[src/rtl/mem_access_ctrl.sv]
// Load/store sequencer between a CPU request port and a combinational-read data memory.
// Sub-word stores are done as a word read-modify-write; misaligned or illegal requests answer with an error.
module mem_access_ctrl (
    input  logic        clk,
    input  logic        rst_n,
    input  logic        req_valid,
    output logic        req_ready,
    input  logic        req_we,
    input  logic [2:0]  req_funct3,
    input  logic [31:0] req_addr,
    input  logic [31:0] req_wdata,
    output logic        rsp_valid,
    input  logic        rsp_ready,
    output logic [31:0] rsp_rdata,
    output logic        rsp_err,
    output logic [31:0] dm_addr,
    output logic [31:0] dm_wr_data,
    output logic        dm_mem_wr,
    output logic        dm_mem_rd,
    output logic [2:0]  dm_mask,
    input  logic [31:0] dm_rdata
);

    typedef enum logic [2:0] {
        ST_IDLE   = 3'd0,
        ST_LOAD   = 3'd1,
        ST_RMW_RD = 3'd2,
        ST_WRITE  = 3'd3,
        ST_RESP   = 3'd4
    } state_t;

    localparam logic [2:0] F3_B  = 3'b000;
    localparam logic [2:0] F3_H  = 3'b001;
    localparam logic [2:0] F3_W  = 3'b010;
    localparam logic [2:0] F3_BU = 3'b100;
    localparam logic [2:0] F3_HU = 3'b101;

    // BU/HU exist only as loads, so they are errors when paired with a store.
    function automatic logic req_is_err(input logic we, input logic [2:0] f3, input logic [1:0] a);
        logic err;
        err = 1'b0;
        case (f3)
            F3_B:    err = 1'b0;
            F3_H:    err = a[0];
            F3_W:    err = (a != 2'b00);
            F3_BU:   err = we;
            F3_HU:   err = we | a[0];
            default: err = 1'b1;
        endcase
        return err;
    endfunction

    function automatic logic [31:0] merge_word(input logic [31:0] word, input logic [31:0] wd,
                                               input logic [2:0] f3, input logic [1:0] a);
        logic [31:0] m;
        m = word;
        case (f3)
            F3_B:    m[{a, 3'b000} +: 8] = wd[7:0];
            F3_H:    m[{a[1], 4'b0000} +: 16] = wd[15:0];
            default: m = wd;
        endcase
        return m;
    endfunction

    state_t      r_state;
    state_t      w_next;
    logic [31:0] r_addr;
    logic [31:0] r_wdata;
    logic [31:0] r_merged;
    logic [31:0] r_rsp_rdata;
    logic        r_we;
    logic [2:0]  r_funct3;
    logic        r_rsp_valid;
    logic        r_rsp_err;
    logic        w_accept;
    logic        w_req_err;
    logic [31:0] w_word_addr;

    assign req_ready   = (r_state == ST_IDLE);
    assign w_accept    = req_valid & req_ready;
    assign w_req_err   = req_is_err(req_we, req_funct3, req_addr[1:0]);
    assign w_word_addr = {r_addr[31:2], 2'b00};
    assign rsp_valid   = r_rsp_valid;
    assign rsp_rdata   = r_rsp_rdata;
    assign rsp_err     = r_rsp_err;

    // Next-state selection
    always_comb begin
        w_next = r_state;
        case (r_state)
            ST_IDLE: begin
                if (!w_accept) begin
                    w_next = ST_IDLE;
                end else if (w_req_err) begin
                    w_next = ST_RESP;
                end else if (!req_we) begin
                    w_next = ST_LOAD;
                end else if (req_funct3 == F3_W) begin
                    w_next = ST_WRITE;
                end else begin
                    w_next = ST_RMW_RD;
                end
            end
            ST_LOAD:   w_next = ST_RESP;
            ST_RMW_RD: w_next = ST_WRITE;
            ST_WRITE:  w_next = ST_RESP;
            ST_RESP: begin
                if (rsp_ready) begin
                    w_next = ST_IDLE;
                end else begin
                    w_next = ST_RESP;
                end
            end
            default:   w_next = ST_IDLE;
        endcase
    end

    // Data-memory port decode; everything is zero outside the three access states
    always_comb begin
        dm_addr    = 32'h0000_0000;
        dm_wr_data = 32'h0000_0000;
        dm_mem_wr  = 1'b0;
        dm_mem_rd  = 1'b0;
        dm_mask    = 3'b000;
        case (r_state)
            ST_LOAD: begin
                dm_mem_rd = 1'b1;
                dm_mask   = r_funct3;
                dm_addr   = r_addr;
            end
            ST_RMW_RD: begin
                dm_mem_rd = 1'b1;
                dm_mask   = F3_W;
                dm_addr   = w_word_addr;
            end
            ST_WRITE: begin
                dm_mem_wr  = r_we;
                dm_mask    = F3_W;
                dm_addr    = w_word_addr;
                dm_wr_data = (r_funct3 == F3_W) ? r_wdata : r_merged;
            end
            default: begin
                dm_mem_wr = 1'b0;
                dm_mem_rd = 1'b0;
            end
        endcase
    end

    // State register
    always_ff @(posedge clk or negedge rst_n) begin
        if (!rst_n) begin
            r_state <= ST_IDLE;
        end else begin
            r_state <= w_next;
        end
    end

    // Request latch and read-modify-write merge buffer
    always_ff @(posedge clk or negedge rst_n) begin
        if (!rst_n) begin
            r_addr   <= 32'h0000_0000;
            r_wdata  <= 32'h0000_0000;
            r_we     <= 1'b0;
            r_funct3 <= 3'b000;
            r_merged <= 32'h0000_0000;
        end else begin
            if (w_accept) begin
                r_addr   <= req_addr;
                r_wdata  <= req_wdata;
                r_we     <= req_we;
                r_funct3 <= req_funct3;
            end
            if (r_state == ST_RMW_RD) begin
                r_merged <= merge_word(dm_rdata, r_wdata, r_funct3, r_addr[1:0]);
            end
        end
    end

    // Response registers; data is cleared at acceptance so stores and errors answer with zero
    always_ff @(posedge clk or negedge rst_n) begin
        if (!rst_n) begin
            r_rsp_valid <= 1'b0;
            r_rsp_err   <= 1'b0;
            r_rsp_rdata <= 32'h0000_0000;
        end else begin
            r_rsp_valid <= (w_next == ST_RESP);
            if (w_accept) begin
                r_rsp_err   <= w_req_err;
                r_rsp_rdata <= 32'h0000_0000;
            end else if (r_state == ST_LOAD) begin
                r_rsp_rdata <= dm_rdata;
            end
        end
    end

endmodule
[config.mk]
export PLATFORM = sky130hd
export DESIGN_NAME = mem_access_ctrl
export DESIGN_NICKNAME = d
export VERILOG_FILES = /design/src/rtl/mem_access_ctrl.sv
export SDC_FILE = /design/constraint.sdc
export NUM_CORES = 1
export LEC_CHECK = 0
export BUFFER_PORTS_ARGS = -buffer_cell sky130_fd_sc_hd__buf_2
export CAP_MARGIN = 0
export CORE_UTILIZATION = 50
export CTS_BUF_LIST = sky130_fd_sc_hd__clkbuf_4
export DETAILED_ROUTE_END_ITERATION = 12
export PLACE_DENSITY = 0.78
export RECOVER_POWER = 100
export REMOVE_ABC_BUFFERS = 1
export SYNTH_ARGS = -nofsm -noshare
export SYNTH_HDL_FRONTEND = slang
export SYNTH_SLANG_ARGS = --single-unit
[constraint.sdc]
create_clock -name clk -period 4.2 [get_ports clk]
set_input_delay 0.21 -clock clk [delete_from_list [all_inputs] [get_ports clk]]
set_output_delay 0.21 -clock clk [all_outputs]
set_load 0.05 [all_outputs]
==> metrics.txt, run 1 <==
outcome=complete, but fails checks; violated checks=capacitance limit, slew limit; Syn-to-layout area delta=32.3%; CTS tree=done; DR vias=6866; GRT Resource Usage Total=0.321; Resized Gates After CTS=0; Hold Vio Cnt, Final=0; YS warnings=0; register area share after synthesis=0.489; Initial DRT Pass Iterations=6; CTS sink count=roughly 140; Cell variety after synth=39; per-cell routed wire length=18.6 um; ranking of synthesized cells by area=dfrtp_1 (49%), mux2_2 (11%), nand2_1 (8.9%); Cell Area, Synth=7010 um^2; R2R Setup Slk=1000 ps; total power=6.32 mW; Min Hold Slack=403 ps; Worst setup EP type=output port; initial antenna violation count=0; Final Cycle Share=0.779; Initial Util=0.521; WHS Path Cells=3; largest net degree at the start of global routing=97; # nets final=1132; Slew HR=-0.739; actual slew at the worst max-slew pin=about 2600 ps; clock latency at the later pin of the worst-skew pair=580 ps; CP Class=flop to output port; Reg2Reg Depth=3; first-pass GRT wire length=36.0 mm; Root Buffer=clkbuf_4; antenna-violating nets left=0; ANT cells=0; CTS max path bufs=2; WL final=around 23 mm; static leakage=roughly 4.1 nW; Synth Instances=740; critical path arrival=around 3000 ps; RSZ-0062 raised after global routing=no; maxcap violations=5; Final min period=about 3300 ps; Worst-path clk slew=120 ps; Non-Filler Instances=1212; residual overflow from global routing=0; hold buffer count at cts=103; core footprint=about 13000 um^2; H-tree levels=4; clock skew=30.8 ps; GPL Wtd Cong=0.825; Max Fclk=306 MHz; Power per Cell Area=681 nW/um^2; Post-CTS Setup Bufs=0; Final Setup Violations=0; top-area cell type share of the netlist area=0.489; Cells after DPL=approximately 1100; CTS buffer count=17; peak supply drop=0.390 mV; Synth Register Bits=137; Hold WC Path Type=input pin to flop; die height=120 um; vias per cell=roughly 5.7; vias in the first global route=7037; die area=14500 um^2; Final HPWL DP=13.0 mm; CP required=3990 ps; port bufs=207; Initial DRC Count=a little under 900; crit-path max FO=33; Syn Area/Cell=9.47 um^2; Max Slew Vio Count=263; setup TNS=0 ps; largest area contributor in the netlist=dfrtp_1; num rows=42; Die X=120 um; Boundary Pins=208; Post-route DRC=0; layout cell share with drive strength beyond 1=0.216; Worst setup SP type=flop
-- flip-flops by register name, summed over array words and instances (netlist names) --
name	count
rsp_valid	1
r_funct3	3
rsp_err	1
r_addr	32
r_wdata	32
r_we	1
rsp_rdata	32
r_merged	32
r_state	3
-- stage by stage --
step                cell area, um^2  setup WS (ps)  utilization
detailed placement             8110           1680        0.603
finish                         9280            930        0.690
global route                   9280            676        0.690
global placement               8110           1820        0.603
floorplan                      6750            105            -
CTS                            9450           1250        0.702
-- area by class of cell --
class	instances	area, um^2
multi-input combinational	534	3270
sequential	137	3430
tap	176	220
clock buffer	17	128
timing repair buffer	320	2000
clock inverter	15	178
fill	1110	4180
inverter	13	48.8
-- synth_stat cells --
cell type	n
o21ai_0	21
mux2_2	67
nand3_1	1
nor4b_2	1
a221oi_1	16
or2_1	1
nor2b_1	16
nand2_1	166
nor3_2	1
a221o_1	1
a21oi_1	83
buf_1	2
o41ai_1	1
and3_1	7
nor2_1	41
nor3b_2	1
a21o_4	1
inv_1	13
a31o_2	7
nand3b_1	3
buf_4	4
nor4bb_1	2
and2_0	1
o22ai_1	8
o21a_1	2
a21o_1	7
o21bai_1	1
nor4b_4	2
nor3_1	1
buf_2	21
and2_1	33
ha_1	5
buf_6	1
a31oi_1	16
or3b_2	1
dfrtp_1	137
clkbuf_1	28
nor3b_1	4
a222oi_1	16
-- routing by layer --
layer	share of wire	GRT usage
met1	0.41	0.389
met2	0.49	0.542
met3	0.081	0.0991
met4	0.024	0.109
met5	0	0
-- layout by cell type (no fill, tap or decap), drive strengths merged, types with 14 or more instances in the layout --
| cell type | synthesis | layout |
|---|---|---|
| a31oi | 16 | 16 |
| o21ai | 21 | 21 |
| a221oi | 16 | 16 |
| nor2 | 41 | 41 |
| buf | 28 | 111 |
| and2 | 34 | 34 |
| dfrtp | 137 | 137 |
| dlygate4sd3 | 0 | 103 |
| nor2b | 16 | 16 |
| inv | 13 | 14 |
| a21oi | 83 | 83 |
| nand2 | 166 | 166 |
| clkbuf | 28 | 123 |
| a222oi | 16 | 16 |
| mux2 | 67 | 67 |
-- path summary, 6_finish.rpt --
kind	startpoint	endpoint
max	r_state[2]$_DFF_PN0_	dm_wr_data[5]
min	req_wdata[15]	r_wdata[15]$_DFFE_PN0P_
max reg2reg	r_state[2]$_DFF_PN0_	r_merged[14]$_DFFE_PN0P_
min reg2reg	r_addr[5]$_DFFE_PN0P_	r_addr[5]$_DFFE_PN0P_
max in group asynchronous	rst_n	r_wdata[14]$_DFFE_PN0P_
min in group asynchronous	rst_n	rsp_rdata[10]$_DFFE_PN0P_
-- critical path, cell delays in order, from the launching register on --
cell and delay [ps]:
dfrtp_1 520, nand3b_1 150, clkbuf_1 1260, a21oi_1 160, clkbuf_1 380
-- power breakdown --
group / internal [mW] / switching, mW / leakage, nW
Combinational: 1.05 / 1.91 / 2.27
Sequential: 1.90 / 0.520 / 1.64
Clock: 0.412 / 0.531 / 0.150
-- cells by family after synthesis --
| family | Yosys count | synth area share |
|---|---|---|
| AO/OA/AOI/OAI | 180 | 0.163 |
| adder cells (fa/ha/maj) | 5 | 0.00892 |
| buffers and inverters | 69 | 0.0439 |
| flip-flops | 137 | 0.489 |
| multiplexers | 67 | 0.108 |
| AND/OR/NAND/NOR | 282 | 0.188 |
Power figures use the tool's default switching activity.
==> inputs of run 2 (changes only) <==
- clock period: 4.2 -> 3.3 ns (I/O delays scaled with it)
==> run 2 against run 1 <==
Against the previous run:
- the flow still finishes with violations (capacitance limit, slew limit)
- clock-buffer cell count rose by 2
- critical path depth is 2 higher
- clock power up 3.6%
- first-iteration DRC count down 39%
- sequential cell count unchanged
- combinational power rose by 26%
- non-clock buffer count is 2 higher
- register-to-register slack got worse by 270 ps
- global-route usage down 1.1 points
- sequential power is 27% higher
- wire length fell by 4.4%
- final cell count barely moved
- critical path type unchanged
- critical endpoint is now dm_wr_data[27]
- largest cell class unchanged
- largest power group unchanged
==> metrics.txt, run 2 (synthesis gave the netlist of run 1 again) <==
Worst setup SP type=flop; hold buffer count at cts=103; Final Setup Violations=0; CTS sink count=~140; vias per cell=between 5 and 6; design area=approximately 9000 um^2; FILL cells=1035; maxcap violations=1; CP required=3130 ps; commonest cells after routing, fill and taps aside=nand2_1 (166), buf_2 (153), dfrtp_1 (137); static leakage=4.26 nW; largest net degree at the start of global routing=106; Util after Layout=0.689; core footprint=13500 um^2; Syn-to-layout area delta=32.3%; met1 Use GR=0.385; violated checks=capacitance limit, slew limit; Boundary Pins=208; port bufs=207; Max Slew Vio Count=82; CP max-delay cell=clkbuf_2; Hold Vio Cnt, Final=0; Max Fclk=347 MHz; GPL Wtd Cong=0.827; clock skew=17.5 ps; critical path arrival=2720 ps; WL final=21.6 mm; H-tree levels=4; Post-CTS Setup Bufs=0; die height=~120 um; Non-Filler Instances=1213; # nets final=1134; num rows=42; DR vias=6812; per-cell routed wire length=17.8 um; clock latency at the later pin of the worst-skew pair=550 ps; crit path cell chain=nor2_1, and2_1, clkbuf_2, nand2_1, a21oi_1, clkbuf_1; met3 usage=0.0892; Post-route DRC=0; Min Hold Slack=373 ps; antenna-violating nets left=0; Top Usage Layer GRT=met2; Root Buffer=clkbuf_4; Worst-path clk slew=130 ps; placed inst area=8150 um^2; setup TNS=0 ps; ANT cells=0; Final HPWL DP=around 13 mm; Resized Gates After CTS=0; Worst setup EP type=output port; CTS max path bufs=2; Hold WC Path Type=input pin to flop; leading cell type in the layout, fill and taps excluded=nand2_1; outcome=complete, but fails checks; first-pass GRT wire length=about 35 mm; vias in the first global route=6832; CTS tree=done; actual slew at the worst max-slew pin=2070 ps; GRT Resource Usage Total=0.310; Die X=120 um; Initial Util=0.521; grt met2 use=0.522; Slew HR=-0.378; crit-path max FO=32; Initial DRT Pass Iterations=7; layout cell share with drive strength beyond 1=0.265; residual overflow from global routing=0; Initial DRC Count=541; initial antenna violation count=0; Cells after DPL=about 1100; CTS buffer count=17; CP Class=flop to output port; die area=14500 um^2; peak supply drop=0.536 mV; Power per Cell Area=between 800 and 900 nW/um^2; Final min period=2880 ps; RSZ-0062 raised after global routing=no; CP peak stage delay=610 ps; Final Cycle Share=0.873
## run 2: metal layers
layer | routed length, um | vias up
met4 | 431 | 0
met2 | 10500 | 372
met3 | 2010 | 42
met1 | 8680 | 3240
li1 | - | 3158
met5 | 0 | -
## run 2: final cells by class
class / count / area, um^2 / area share
repair buffers: 322 / 2080 / 0.225
well taps: 176 / 220 / 0.0238
flip-flops and latches: 137 / 3430 / 0.370
clock inverters: 12 / 85.1 / 0.00918
inverters: 13 / 48.8 / 0.00526
multi-input cells: 534 / 3260 / 0.352
clock buffers: 19 / 143 / 0.0154
## run 2: stage by stage
| stage | power [mW] | worst slack [ps] |
|---|---|---|
| detailed placement | 6.74 | 814 |
| global placement | 6.64 | 906 |
| global route | 8.28 | 194 |
| finish | 7.78 | 418 |
| CTS | 7.81 | 511 |
| floorplan | 5.67 | -795 |
## run 2: path summary, 6_finish.rpt
| check | cells past startpoint | slack, ps | from | end |
|---|---|---|---|---|
| setup / recovery | 6 | 420 | r_funct3[2]$_DFFE_PN0P_ | dm_wr_data[27] |
| hold / removal | 3 | 370 | req_wdata[11] | r_wdata[11]$_DFFE_PN0P_ |
| setup reg to reg | 5 | 730 | r_addr[1]$_DFFE_PN0P_ | r_merged[13]$_DFFE_PN0P_ |
| max in group asynchronous | 3 | 720 | rst_n | r_addr[25]$_DFFE_PN0P_ |
| min in group asynchronous | 2 | 710 | rst_n | r_wdata[19]$_DFFE_PN0P_ |
| hold reg to reg | 1 | 510 | r_addr[3]$_DFFE_PN0P_ | r_addr[3]$_DFFE_PN0P_ |
## run 2: worst max-delay path: cells and delay by family (launching register included)
| family | cells | cell delay [ps] |
|---|---|---|
| buffers and inverters | 2 | 1090 |
| flip-flops | 1 | 510 |
| AND/OR/NAND/NOR | 3 | 390 |
| AO/OA/AOI/OAI | 1 | 160 |
## run 2: where the power goes
part	switching, mW	leakage [nW]	internal [mW]
clock network	0.610	0.119	0.367
logic	2.39	2.50	1.34
registers	0.650	1.64	2.42
